## src/rtl/cfg_frame_loader.sv

```systemverilog
`default_nettype none
// ============================================================================
// Module      : cfg_frame_loader
// Description : Serial configuration loader. Accepts one bit per valid/ready
//               handshake, assembles FRAME_WIDTH-bit frames (first bit in the
//               MSB) and presents each frame on config_out with a one-cycle
//               one-hot cen_out strobe, for NUM_TARGETS targets per sequence.
// Revision    : 1.0 - initial release
// ============================================================================
module cfg_frame_loader #(
    parameter int FRAME_WIDTH = 2,
    parameter int NUM_TARGETS = 4
) (
    input  logic                   cclk,
    input  logic                   rst_n,
    input  logic                   start,
    input  logic                   cfg_data,
    input  logic                   cfg_valid,
    output logic                   cfg_ready,
    output logic [FRAME_WIDTH-1:0] config_out,
    output logic [NUM_TARGETS-1:0] cen_out,
    output logic                   busy,
    output logic                   done
);

    localparam int CNT_W = $clog2(FRAME_WIDTH + 1);
    localparam int IDX_W = (NUM_TARGETS > 1) ? $clog2(NUM_TARGETS) : 1;

    localparam logic [CNT_W-1:0] LAST_BIT = CNT_W'(FRAME_WIDTH - 1);
    localparam logic [IDX_W-1:0] LAST_TGT = IDX_W'(NUM_TARGETS - 1);

    localparam logic [1:0] S_IDLE   = 2'd0;
    localparam logic [1:0] S_SHIFT  = 2'd1;
    localparam logic [1:0] S_COMMIT = 2'd2;
    localparam logic [1:0] S_DONE   = 2'd3;

    logic [1:0]             state_q,  state_d;
    logic [CNT_W-1:0]       cnt_q,    cnt_d;
    logic [IDX_W-1:0]       idx_q,    idx_d;
    logic [FRAME_WIDTH-1:0] config_q, config_d;
    logic [NUM_TARGETS-1:0] cen_q,    cen_d;
    logic                   ready_q,  ready_d;
    logic                   busy_q,   busy_d;
    logic                   done_q,   done_d;

    // Handshake: ready is a flop that is only ever high in SHIFT.
    logic                   w_accept;
    // Frame as it would look if the current bit were appended.
    logic [FRAME_WIDTH-1:0] w_frame;

    assign w_accept = cfg_valid && ready_q;

    // The partial-frame register only exists when a frame spans several bits;
    // it holds the FRAME_WIDTH-1 bits received so far.
    generate
        if (FRAME_WIDTH == 1) begin : g_frame_single
            assign w_frame = cfg_data;
        end else begin : g_frame_multi
            logic [FRAME_WIDTH-2:0] part_q, part_d;

            assign w_frame = {part_q, cfg_data};

            // Shift in the accepted bit; hold otherwise.
            always_comb begin
                part_d = part_q;
                if (w_accept) begin
                    part_d = w_frame[FRAME_WIDTH-2:0];
                end
            end

            // Partial-frame register.
            always_ff @(posedge cclk or negedge rst_n) begin
                if (!rst_n) begin
                    part_q <= '0;
                end else begin
                    part_q <= part_d;
                end
            end
        end
    endgenerate

    // Sequencing: bit counting, frame commit and target stepping.
    always_comb begin
        state_d  = state_q;
        cnt_d    = cnt_q;
        idx_d    = idx_q;
        config_d = config_q;
        cen_d    = '0;
        case (state_q)
            S_IDLE, S_DONE: begin
                if (start) begin
                    state_d = S_SHIFT;
                    cnt_d   = '0;
                    idx_d   = '0;
                end
            end
            S_SHIFT: begin
                if (w_accept) begin
                    if (cnt_q == LAST_BIT) begin
                        cnt_d    = '0;
                        config_d = w_frame;
                        cen_d    = NUM_TARGETS'(1) << idx_q;
                        state_d  = S_COMMIT;
                    end else begin
                        cnt_d = cnt_q + CNT_W'(1);
                    end
                end
            end
            S_COMMIT: begin
                if (idx_q == LAST_TGT) begin
                    state_d = S_DONE;
                end else begin
                    idx_d   = idx_q + IDX_W'(1);
                    state_d = S_SHIFT;
                end
            end
            default: begin
                state_d = S_IDLE;
            end
        endcase
        ready_d = (state_d == S_SHIFT);
        busy_d  = (state_d == S_SHIFT) || (state_d == S_COMMIT);
        done_d  = (state_d == S_DONE);
    end

    // State and output registers; reset cuts any strobe short immediately.
    always_ff @(posedge cclk or negedge rst_n) begin
        if (!rst_n) begin
            state_q  <= S_IDLE;
            cnt_q    <= '0;
            idx_q    <= '0;
            config_q <= '0;
            cen_q    <= '0;
            ready_q  <= 1'b0;
            busy_q   <= 1'b0;
            done_q   <= 1'b0;
        end else begin
            state_q  <= state_d;
            cnt_q    <= cnt_d;
            idx_q    <= idx_d;
            config_q <= config_d;
            cen_q    <= cen_d;
            ready_q  <= ready_d;
            busy_q   <= busy_d;
            done_q   <= done_d;
        end
    end

    assign cfg_ready  = ready_q;
    assign config_out = config_q;
    assign cen_out    = cen_q;
    assign busy       = busy_q;
    assign done       = done_q;

endmodule
`default_nettype wire

```

## config.mk

```make
export PLATFORM = sky130hd
export DESIGN_NAME = cfg_frame_loader
export DESIGN_NICKNAME = d
export VERILOG_FILES = /design/src/rtl/cfg_frame_loader.sv
export SDC_FILE = /design/constraint.sdc
export NUM_CORES = 1
export LEC_CHECK = 0
export CORE_UTILIZATION = 49
export DETAILED_ROUTE_END_ITERATION = 8
export PLACE_DENSITY_LB_ADDON = 0.05
export SETUP_SLACK_MARGIN = 0.02
export SLEW_MARGIN = 30
export SYNTH_ARGS = -nofsm -noshare
export SYNTH_HDL_FRONTEND = slang
export SYNTH_SLANG_ARGS = --single-unit
```

## constraint.sdc

```tcl
create_clock -name cclk -period 2.15 [get_ports cclk]
set_input_delay 0.215 -clock cclk [delete_from_list [all_inputs] [get_ports cclk]]
set_output_delay 0.215 -clock cclk [all_outputs]
set_load 0.01 [all_outputs]
```

## Yosys cells after proc, flatten, opt, wreduce, memory -nomap -nowiden

Index checks and enable logic that the tools add are counted.
Widths: inputs -> output; s select.

| cells by class | value |
|---|---|
| mux-type cells | 14 |
| add/subtract/negate cells | 2 |
| reductions and logical operators | 9 |
| equality and inequality tests | 11 |
| shift-type cells | 1 |

Operators by type and width:

| cell | count |
|---|---|
| $mux 2 | 8 |
| $mux 4 | 3 |
| $eq 2x2->1 const B | 5 |
| $reduce_and 3->1 | 3 |
| $pmux 2 s2 | 2 |
| $eq 2x1->1 const B | 3 |
| $ne 2x2->1 const B | 3 |
| $pmux 2 s3 | 1 |
| $add 2x1->2 const B | 2 |
| $reduce_bool 2->1 | 2 |
| $shl 1x2->4 const A | 1 |
| $logic_not 2->1 | 1 |
| $reduce_or 2->1 | 1 |
| $logic_and 1x1->1 | 1 |
| $logic_or 1x1->1 | 1 |

| storage, ports and cells | value |
|---|---|
| input port bits | 5 |
| bits in registers | 16 |
| word-level logic and storage cells | 46 |
| output and inout port bits | 9 |

## Depth between registers and ports, before layout

| depth | value |
|---|---|
| depth after elaboration | 6 |
| depth in mapped cells | 8 |
| gate-level depth less buffers | 7 |

## Worst setup path before layout

No wires, ideal clock.

| timing path | value |
|---|---|
| path type | reg-to-reg |
| start point | register state_q[1] |
| end point | register busy_q (netlist: busy) |
| period minus slack after synthesis | 1.648 ns |
| setup time | 0.113 ns |
| stages on the path, launching flop included | 8 |
| slack | 0.502 ns |
| arrival | 1.535 ns |
| path buffers | 1 |
| data required time | 2.037 ns |
| path through | dfrtp_1 > ha_1 > buf_2 > and2b_1 > nor2_1 > o21a_1 > ha_1 > inv_1 |

| between the ends | value |
|---|---|
| longest elaborated chain between the ends | 5 |
| elaborated cells on any way between the ends | 12 |
| those cells by class | eq/ne (5); mux (4); reduce/logical (3) |

RTL lines:

| element | RTL line | RTL |
|---|---|---|
| start: declaration | 37 | `logic [1:0] state_q, state_d;` |
| start signal: assignment | 138 | `state_q <= state_d;` |
| $eq 2x2->1 or $logic_not 2->1 (tied branches) | 89 | `case (state_q)` |
| $reduce_or 2->1 | 89 |  |
| $pmux 2 s3 (*) | 89 |  |
| named net state_d[0] | 37 |  |
| $eq 2x1->1 or $eq 2x2->1 (tied branches) | 122 | `busy_d = (state_d == S_SHIFT) \|\| (state_d == S_COMMIT);` |
| $logic_or 1x1->1 (*) | 122 |  |
| named net busy_d | 43 | `logic busy_q, busy_d;` |
| end signal: assignment | 144 | `busy_q <= busy_d;` |
| end: declaration | 43 |  |

The timed path passes the listed nets; every way through them passes the cells marked *.
A chain may end at the register's enable or synchronous reset.

## Final worst setup path

| timing path | value |
|---|---|
| start point | register state_q[0] |
| end point | register busy_q (netlist: busy) |

| between the ends | value |
|---|---|
| longest elaborated chain between the ends | 5 |
| elaborated cells on any way between the ends | 12 |
| those cells by class | eq/ne (5); mux (4); reduce/logical (3) |

RTL lines:

| element | RTL line |
|---|---|
| $eq 2x2->1 (tied with other cells) | 89 |
| $reduce_or 2->1 or $mux 2 (tied branches) | 89, 98 |
| $pmux 2 s3 (*) | 89 |
| named net state_d[0] | 37 |
| $eq 2x1->1 or $eq 2x2->1 (tied branches) | 122 |
| $logic_or 1x1->1 (*) | 122 |
| named net busy_d | 43 |

Marks and branches as above.

==> run_results.csv <==
group,metric,value,unit
outcome,status,"completed",
clock_network,insertion_delay,280,ps
yosys,syn_inst,67,
setup_path,critPathTopFamily,"adder cells",
setup_path,cp.depth,7,
yosys,ys_ff_latch,16,
die,coreArea,0.001506,mm2
setup_path,required,2340,ps
global_routing,grt_overflow_total,0,
pwr,power.leakage,0.4703,nW
yosys,synth_top_area_share,50.63,%
clock_network,cts.repair.resized,0,
sta,maxSlewViolCount,0,
sta,final_hold_viol_count,0,
yosys,synth_warnings,0,
sta,slew-limit-headroom,53.83,%
setup_path,crit_slowest_cell,"ha_1",
yosys,ys_types,29,
detailed_routing,postRouteAntennaNets,0,
placement,portBuffers,13,
clock_network,htree_levels,1,
layout,utilization,64.53,%
layout,diodes,0,
detailed_routing,dr.first_iter.drc_count,3,
layout,area_delta_synth_final,22.94,%
yosys,synth_top_cell_by_area,"dfrtp_1",
clock_network,numCtsBuffers,3,
detailed_routing,drtPass1Iterations,4,
setup_path,start_kind,"flop",
global_routing,grt_antenna_before_repair,0,
sta,max_freq,565.2,MHz
global_routing,grt_usage,16.91,%
setup_path,path_max_fanout,7,
die,die_w,42.17,um
yosys,synth.top_cells.by_count,"16 x dfrtp_1, 8 x ha_1, 5 x inv_1, 4 x and3_1, 4 x nand2_1",
die,die_y,42.17,um
yosys,synthTopCellsByArea,"dfrtp_1 51%, ha_1 13%, mux2_4 3.8%",
yosys,synthFlopType,"dfrtp_1",
die,rows,14,
pwr,max-vdd-ir-drop,0.0007307,V
clock_network,clock_path_buffers,2,
setup_path,setup.worst_path.end_class,"flop",
sta,layout_min_cycle_time,1769,ps
pwr,power.density,1183,mW/mm2
setup_path,cp_data_arrival_time,1960,ps
hold_path,min_path_type,"in2async",
sta,worst_pin_slew,690.3,ps
sta,rsz0062_at_grt,"no",
layout,final_area,972.2,um2
yosys,synth-edff-count,0,
die,initial_utilization,52.49,%
sta,setup_tns,0,ps
detailed_routing,drc,0,
global_routing,grt_first_pass_wirelength,2201,um
clock_network,ctsHoldBuffers,0,
die,ios,14,
clock_network,postCtsSetupRepairBufs,0,
flow_run,drv_cap,0,
layout,layout-drive-gt1-share,13.25,%
clock_network,path_clk_slew,90,ps
global_routing,grt_start_max_net_pins,17,
detailed_routing,post_drt_wl_per_cell,12.37,um
sta,setup-violations-final,0,
clock_network,cts_root_buffer,"clkbuf_4",
setup_path,path_buf_inv,2,
yosys,syn_nets,80,
detailed_routing,vias,511,
setup_path,r2r_cells,7,
global_routing,first_global_vias,500,
yosys,avgSynthCellArea,11.80,um2
placement,gp_congestion,0.8451,
clock_network,cts.sinks,16,
die,fp.dieArea,0.001778,mm2
yosys,synth_async_sr_flop_share,100.0,%
yosys,netlist_area,790.8,um2
detailed_routing,via_per_inst,5.162,
yosys,yosysSeqAreaShare,50.63,%
yosys,synth.most_common_cell,"dfrtp_1",
setup_path,max_stage_delay,400,ps
sta,period_share,82.29,%
clock_network,cts_tree,"built",
placement,dp_hpwl,942.6,um
setup_path,crit_chain,"inv_1, ha_1, and2b_1, nor2_1, o21a_1, ha_1, inv_1",
detailed_routing,wl,1225,um
sta,clock-skew-final,1.757,ps
placement,placed_area,935.9,um2
setup_path,critPathKind,"reg2reg",
layout,final_net_count,97,
sta,hold_slack,345.0,ps
## state kept, by name, summed over array words and instances, names as in the netlist
| name | count |
|---|---|
| busy | 1 |
| cen_out | 4 |
| cfg_ready | 1 |
| cnt_q | 2 |
| config_out | 2 |
| done | 1 |
| g_frame_multi.part_q | 1 |
| idx_q | 2 |
| state_q | 2 |
## cells by family (layout without fill, tap and decap cells)
logic type	Yosys count	count (layout)	share of synthesized area, %
simple gates	19	19	13.93
flops	16	16	50.63
compound gates	12	12	11.55
fa+ha+maj	8	8	12.66
buf+inv	7	23	3.480
mux	5	5	7.753
## worst register-to-register path: stages, from the launching register on
cell and delay (ps):
dfrtp_1 380, inv_1 60, ha_1 400, and2b_1 230, nor2_1 80, o21a_1 200, ha_1 280, inv_1 30
## layer usage
layer / GRT usage (%) / up-vias / part of all wire (%)
met2: 28.00 / 11 / 50
li1: - / 266 / -
met4: 5.625 / 0 / 0.82
met1: 19.26 / 232 / 44
met5: 0 / - / 0
met3: 7.759 / 2 / 5.0
## final cells by class
cell class / instances / area [um2]
inverter: 6 / 22.52
sequential: 16 / 400.4
fill: 120 / 534.3
clock buffer: 4 / 36.28
tap: 16 / 20.02
timing repair buffer: 13 / 130.1
multi-input combinational: 44 / 362.8
## metrics by stage
step,worst slack (ps),cells,power [mW]
6_report,380.7,99,1.150
5_1_grt,225.7,99,1.253
4_1_cts,363.8,99,1.170
3_5_place_dp,373.0,95,0.9737
3_3_place_gp,423.0,95,0.9650
2_1_floorplan,502.3,67,0.7998
## report_power, final
part	total (mW)	internal [mW]	switching [mW]
clock network	0.192	0.103	0.0891
logic	0.506	0.254	0.252
registers	0.452	0.390	0.0619
total	1.15	0.747	0.403
## worst paths after layout
| path | endpoint | from | slack [ps] |
|---|---|---|---|
| worst max register to register | busy | state_q[0] | 380 |
| max in group asynchronous | cen_out[0] | rst_n | 1370 |
| worst min-delay path | idx_q[0] | rst_n | 340 |
| worst max-delay path | busy | state_q[0] | 380 |
| min in group cclk | cnt_q[1] | cnt_q[1] | 490 |
| worst min register to register | cnt_q[1] | cnt_q[1] | 490 |
## cell usage in the layout, fill, tap and decap left out, drive strengths merged, types with 2 or more instances in the layout
master	netlist	final
and3	4	4
clkbuf	0	4
clkdlybuf4s50	0	13
dfrtp	16	16
ha	8	8
inv	6	6
mux2	3	3
mux2i	2	2
nand2	5	5
nand3	2	2
nor2	2	2
o211ai	2	2
o21a	2	2
o21ai	2	2
Power figures use the tool's default switching activity.
